<file path="config.mk">
export PLATFORM = sky130hd
export DESIGN_NAME = axi4_lite_mem_sched
export DESIGN_NICKNAME = d
export VERILOG_FILES = /design/src/rtl/axi4_lite_pkg.sv /design/src/rtl/axi4_lite_rr_arb.sv /design/src/rtl/axi4_lite_mem_sched.sv
export SDC_FILE = /design/constraint.sdc
export NUM_CORES = 1
export LEC_CHECK = 0
export BUFFER_PORTS_ARGS = -buffer_cell sky130_fd_sc_hd__buf_4
export CAP_MARGIN = 20
export CELL_PAD_IN_SITES_DETAIL_PLACEMENT = 1
export CELL_PAD_IN_SITES_GLOBAL_PLACEMENT = 1
export CORE_MARGIN = 1
export CORE_UTILIZATION = 26
export DETAILED_ROUTE_END_ITERATION = 10
export GPL_TIMING_DRIVEN = 0
export PLACE_DENSITY = 0.89
export SYNTH_ARGS = -nofsm -noshare
export SYNTH_HDL_FRONTEND = slang
export SYNTH_SLANG_ARGS = --single-unit
</file>
<file path="constraint.sdc">
create_clock -name ACLK -period 2.3 [get_ports ACLK]
set_input_delay 0.115 -clock ACLK [delete_from_list [all_inputs] [get_ports ACLK]]
set_output_delay 0.115 -clock ACLK [all_outputs]
set_load 0.03 [all_outputs]
</file>
<file path="src/rtl/axi4_lite_pkg.sv">
// Shared constants and types for the AXI4-Lite memory scheduler: response codes, FSM state
// encoding and arbiter grant identifiers.
package axi4_lite_pkg;

   localparam logic [1:0] RESP_OKAY   = 2'b00;
   localparam logic [1:0] RESP_SLVERR = 2'b10;

   typedef enum logic [1:0] {
      StIdle   = 2'd0,
      StRdMem  = 2'd1,
      StRdResp = 2'd2,
      StWrResp = 2'd3
   } state_e;

   localparam logic GRANT_RD = 1'b0;
   localparam logic GRANT_WR = 1'b1;

   function automatic logic [1:0] resp_of(input logic in_range);
      return in_range ? RESP_OKAY : RESP_SLVERR;
   endfunction

endpackage

</file>
<file path="src/rtl/axi4_lite_rr_arb.sv">
// Two-requester read/write arbiter. Round-robin on last_grant by default; defining
// AXI_LITE_RD_PRIO_EN selects fixed read priority with no grant history.
module axi4_lite_rr_arb
   import axi4_lite_pkg::*;
(
   input  logic ACLK,
   input  logic ARESETN,
   input  logic req_rd_i,
   input  logic req_wr_i,
   output logic gnt_rd_o,
   output logic gnt_wr_o
);

`ifdef AXI_LITE_RD_PRIO_EN
   logic unused_clk_rst;
   assign unused_clk_rst = ACLK ^ ARESETN;

   assign gnt_rd_o = req_rd_i;
   assign gnt_wr_o = req_wr_i & ~req_rd_i;
`else
   logic last_grant_q;

   // On a tie the side that did not win last time is served.
   assign gnt_rd_o = req_rd_i & (~req_wr_i | (last_grant_q == GRANT_WR));
   assign gnt_wr_o = req_wr_i & (~req_rd_i | (last_grant_q == GRANT_RD));

   always_ff @(posedge ACLK or negedge ARESETN) begin
      if (!ARESETN) begin
         last_grant_q <= GRANT_WR;
      end else if (gnt_rd_o) begin
         last_grant_q <= GRANT_RD;
      end else if (gnt_wr_o) begin
         last_grant_q <= GRANT_WR;
      end
   end
`endif

endmodule

</file>
<file path="src/rtl/axi4_lite_mem_sched.sv">
// AXI4-Lite slave scheduling one word-addressed synchronous memory between read and write
// channels, one transaction at a time. Optional macro AXI_LITE_RD_PRIO_EN: fixed read priority.
module axi4_lite_mem_sched
   import axi4_lite_pkg::*;
#(
   parameter int unsigned ADDRESS_WIDTH = 32,
   parameter int unsigned DATA_WIDTH    = 32,
   parameter int unsigned DATA_DEPTH    = 32,
   localparam int unsigned IDX_W        = $clog2(DATA_DEPTH),
   localparam int unsigned STRB_W       = DATA_WIDTH / 8
) (
   input  logic                     ACLK,
   input  logic                     ARESETN,
   input  logic [ADDRESS_WIDTH-1:0] S_AXI_ARADDR,
   input  logic                     S_AXI_ARVALID,
   output logic                     S_AXI_ARREADY,
   output logic [DATA_WIDTH-1:0]    S_AXI_RDATA,
   output logic [1:0]               S_AXI_RRESP,
   output logic                     S_AXI_RVALID,
   input  logic                     S_AXI_RREADY,
   input  logic [ADDRESS_WIDTH-1:0] S_AXI_AWADDR,
   input  logic                     S_AXI_AWVALID,
   output logic                     S_AXI_AWREADY,
   input  logic [DATA_WIDTH-1:0]    S_AXI_WDATA,
   input  logic [STRB_W-1:0]        S_AXI_WSTRB,
   input  logic                     S_AXI_WVALID,
   output logic                     S_AXI_WREADY,
   output logic [1:0]               S_AXI_BRESP,
   output logic                     S_AXI_BVALID,
   input  logic                     S_AXI_BREADY,
   output logic [IDX_W-1:0]         mem_addr,
   output logic                     mem_wen,
   output logic [STRB_W-1:0]        mem_wstrb,
   output logic [DATA_WIDTH-1:0]    mem_wdata,
   input  logic [DATA_WIDTH-1:0]    mem_rdata
);

   state_e                state_q, state_d;
   logic                  req_rd, req_wr, gnt_rd, gnt_wr;
   logic [IDX_W-1:0]      ar_idx, aw_idx, mem_addr_q;
   logic                  ar_in_range, aw_in_range;
   logic [1:0]            rresp_q, bresp_q;
   logic [DATA_WIDTH-1:0] rdata_q;
   logic                  unused_addr_lsb;

   assign ar_idx      = S_AXI_ARADDR[IDX_W+1:2];
   assign aw_idx      = S_AXI_AWADDR[IDX_W+1:2];
   assign ar_in_range = (S_AXI_ARADDR[ADDRESS_WIDTH-1:IDX_W+2] == '0);
   assign aw_in_range = (S_AXI_AWADDR[ADDRESS_WIDTH-1:IDX_W+2] == '0);
   assign unused_addr_lsb = ^{S_AXI_ARADDR[1:0], S_AXI_AWADDR[1:0]};

   // Requests only count in IDLE, so a grant is always the handshake cycle itself.
   assign req_rd = (state_q == StIdle) && S_AXI_ARVALID;
   assign req_wr = (state_q == StIdle) && S_AXI_AWVALID && S_AXI_WVALID;

   axi4_lite_rr_arb u_arb (
      .ACLK     (ACLK),
      .ARESETN  (ARESETN),
      .req_rd_i (req_rd),
      .req_wr_i (req_wr),
      .gnt_rd_o (gnt_rd),
      .gnt_wr_o (gnt_wr)
   );

   always_ff @(posedge ACLK or negedge ARESETN) begin
      if (!ARESETN) begin
         state_q <= StIdle;
      end else begin
         state_q <= state_d;
      end
   end

   always_comb begin
      state_d       = state_q;
      S_AXI_ARREADY = gnt_rd;
      S_AXI_AWREADY = gnt_wr;
      S_AXI_WREADY  = gnt_wr;
      mem_addr      = mem_addr_q;
      mem_wen       = 1'b0;
      mem_wstrb     = '0;
      mem_wdata     = '0;
      unique case (state_q)
         StIdle: begin
            if (gnt_rd) begin
               state_d  = StRdMem;
               mem_addr = ar_idx;
            end else if (gnt_wr) begin
               state_d   = StWrResp;
               mem_addr  = aw_idx;
               mem_wen   = aw_in_range;
               mem_wstrb = S_AXI_WSTRB;
               mem_wdata = S_AXI_WDATA;
            end
         end
         StRdMem: state_d = StRdResp;
         StRdResp: begin
            if (S_AXI_RREADY) state_d = StIdle;
         end
         StWrResp: begin
            if (S_AXI_BREADY) state_d = StIdle;
         end
         default: state_d = StIdle;
      endcase
   end

   always_ff @(posedge ACLK or negedge ARESETN) begin
      if (!ARESETN) begin
         mem_addr_q <= '0;
         rresp_q    <= RESP_OKAY;
         bresp_q    <= RESP_OKAY;
         rdata_q    <= '0;
      end else begin
         if (gnt_rd) begin
            mem_addr_q <= ar_idx;
            rresp_q    <= resp_of(ar_in_range);
         end
         if (gnt_wr) begin
            mem_addr_q <= aw_idx;
            bresp_q    <= resp_of(aw_in_range);
         end
         // Memory data is valid in RD_MEM; out-of-range reads return zero.
         if (state_q == StRdMem) begin
            rdata_q <= (rresp_q == RESP_OKAY) ? mem_rdata : '0;
         end
      end
   end

   assign S_AXI_RDATA  = rdata_q;
   assign S_AXI_RRESP  = rresp_q;
   assign S_AXI_RVALID = (state_q == StRdResp);
   assign S_AXI_BRESP  = bresp_q;
   assign S_AXI_BVALID = (state_q == StWrResp);

endmodule

</file>
==> impl_metrics.ini <==
[final_layout]
nets = 615
drive_above_1_share_pct = 51.4
final_cell_count_no_fill = 582
antenna_cells = 0
fillers = 982
syn2layout_area_growth_pct = 83.6
postLayoutCellArea_um2 = 4190

[setup_path]
cp_max_fo = 10
worst-endpoint-required_ns = 2.18
endpoint_kind = output pin
worstPathArrival_ns = 1.89
worst_setup_path_start_kind = flop
critPathKind = flop to output pin

[cts]
hold_buffers = 2
cts-root-buf = clkbuf_8
clock-sinks = 42
path_clk_slew_ns = 0.08
clkLatencyLatePin_ns = 0.29
cts_resized = 0
cts_tree = done
cts_setup_buffers = 0
clock_path_buffers = 2
cts_buffers = 5
htree_levels = 2

[synthesis]
synth_top_family_by_area = simple AND/OR/NAND/NOR gates
ys_types = 35
synth-compound-area-share_pct = 16.2
yosys.area.top_type = dfrtp_1
synthSimpleGateAreaFrac_pct = 31.9
yosysSeqAreaShare_pct = 46.2
synth_flop_cell = dfrtp_1
ys_seq_elements = 42
ys_warn_count = 0
synth_cells = 251
synth_area_per_cell_um2 = 9.08
synthAdderAreaFrac_pct = 0
yosys.area_share.xor_xnor_pct = 0
synth_area_leaders = dfrtp_1 (45%), and2_1 (9.9%), nand2b_1 (9.1%)
synthMuxAreaShare_pct = 0
syn_area_um2 = 2280
yosysTopAreaCellShare_pct = 45.0
yosysMostFrequentCell = dfrtp_1
async_flop_share_pct = 100
synth_edf_count = 0
synthTopCellsByCount = dfrtp_1 (41), and2_1 (36), nand2_1 (36)

[placed_design]
dp_hpwl_um = 7890
gp_congestion = 0.807
placed_area_um2 = 4030
numPlacedInstances = 572
place.port_buffers = 215

[timing]
tns_ns = 0
rsz0062_at_grt = no
setup_viol = 0
skew_ns = 0.00441
min_period_ns = 2.00
period_share_pct = 87.0
drv_slew = 0
fmax_ghz = 0.500
worstMarginPinSlew_ns = 0.543
slew-limit-headroom_pct = 63.8
finalHoldViolCount = 0

[grt]
antenna_found_initial = 0
grt_max_degree = 43
grt_first_pass_wirelength_um = 14300
grtUsageTotal_pct = 20.4
grt_pass1_vias = 2936
grt_overflow_total = 0

[floorplan]
die_area_um2 = 9150
start_util_pct = 27.3
rows = 33
die_h_um = 95.6
coreArea_um2 = 8340
io_pins = 222
die_w_um = 95.6

[min_path]
hp-class = input pin to flop

[power_and_ir_drop]
power_density_nw_per_um2 = 715
peakVddDrop_v = 0.000362
p_leak_nw = 2.13

[drt]
dr.pass1.iters = 4
drc_errors = 0
drt_iter0_drc = 49
drt-vias-per-instance = 4.67
wl_um = 9430
num_vias = 2716
wl_per_cell_um = 16.2
ant_nets = 0

[status]
outcome = complete, no violations

[flow_run]
max_cap_violations = 0
cells in the final DEF (no fill, tap or decap), types with 2 or more instances in the layout:
cell           synthesis  layout
and2_1                36      36
o21ai_1                2       2
o21ai_0               31      31
clkbuf_1               6       6
nand4_1                2       2
clkbuf_2               2       2
bufinv_16              0       2
a21boi_0               5       5
clkbuf_8               0       5
dfrtp_1               41      41
buf_4                  3     218
conb_1                 1       2
buf_6                  3       3
nor3_1                 2       2
nand2b_1              33      33
a221o_1                7       7
a211oi_1               2       2
a21o_1                 2       2
a31oi_1                2       2
buf_2                  6       6
nor4_1                10      10
dlygate4sd3_1          0       2
a221o_2                3       3
inv_1                  2       2
nand2_1               36      36
nor2_1                 2       2
per-stage QoR:
step / power [mW] / hold slack [ns] / setup WS, ns / util [%]
floorplan: 1.71 / -0.181 / 0.408 / -
global placement: 2.29 / 0.137 / 0.640 / 48.3
detailed placement: 2.33 / 0.143 / 0.605 / 48.3
CTS: 3.04 / 0.0481 / 0.260 / 50.2
global route: 3.16 / 0.0559 / 0.0896 / 50.2
finish: 2.99 / 0.0607 / 0.299 / 50.2
worst paths after layout:
kind	from	endpoint	slack (ns)	depth (start not counted)
min in group asynchronous	ARESETN	S_AXI_RDATA[7]$_DFFE_PN0P_	0.36	2
setup reg to reg	u_arb.last_grant_q$_DFFE_PN1P_	mem_addr_q[3]$_DFFE_PN0P_	0.80	5
hold reg to reg	S_AXI_RDATA[9]$_DFFE_PN0P_	S_AXI_RDATA[9]$_DFFE_PN0P_	0.49	2
setup / recovery	state_q[0]$_DFFE_PN0P_	mem_wdata[30]	0.30	7
max in group asynchronous	ARESETN	u_arb.last_grant_q$_DFFE_PN1P_	1.56	2
hold / removal	S_AXI_AWADDR[3]	mem_addr_q[1]$_DFFE_PN0P_	0.06	2
worst max-delay path, stage by stage (launching register included):
cell and delay, ns:
dfrtp_1 0.42, nor2_2 0.17, nand4_1 0.17, inv_1 0.14, buf_6 0.15, clkbuf_2 0.18, and2_1 0.18, buf_4 0.17
registers in the layout, indices dropped and copies added, names as in the netlist:
register / flops
u_arb.last_grant_q: 1
S_AXI_BRESP: 1
mem_addr_q: 5
state_q: 2
S_AXI_RRESP: 1
S_AXI_RDATA: 32
power by group:
| group | internal (mW) | switching [mW] | total [mW] |
|---|---|---|---|
| sequential | 0.825 | 0.0468 | 0.871 |
| clock | 0.435 | 0.264 | 0.699 |
| combinational | 0.606 | 0.817 | 1.42 |
cell type report:
type	instances	area, µm²	share of cell area (%)
Buffer	20	119	2.84
Clock buffer	5	68.8	1.64
Clock inverter	3	68.8	1.64
Inverter	2	7.51	0.179
Multi-Input combinational cell	188	1100	26.4
Sequential cell	42	1050	25.1
Tap cell	105	131	3.14
Timing Repair Buffer	217	1630	39.0
routing by layer:
layer / track usage [%] / vias to the layer above / share of wire [%]
met5: 0 / - / 0
met4: 5.10 / 0 / 1.4
met3: 3.19 / 9 / 5.6
met2: 39.9 / 116 / 56
met1: 22.6 / 1288 / 37
li1: - / 1303 / -
logic make-up (layout without fill, tap and decap cells):
family | after synthesis | in the layout
compound gates | 56 | 56
buf+inv | 22 | 247
flops | 42 | 42
other cells | 1 | 2
simple gates | 130 | 130
Power figures use the tool's default switching activity.
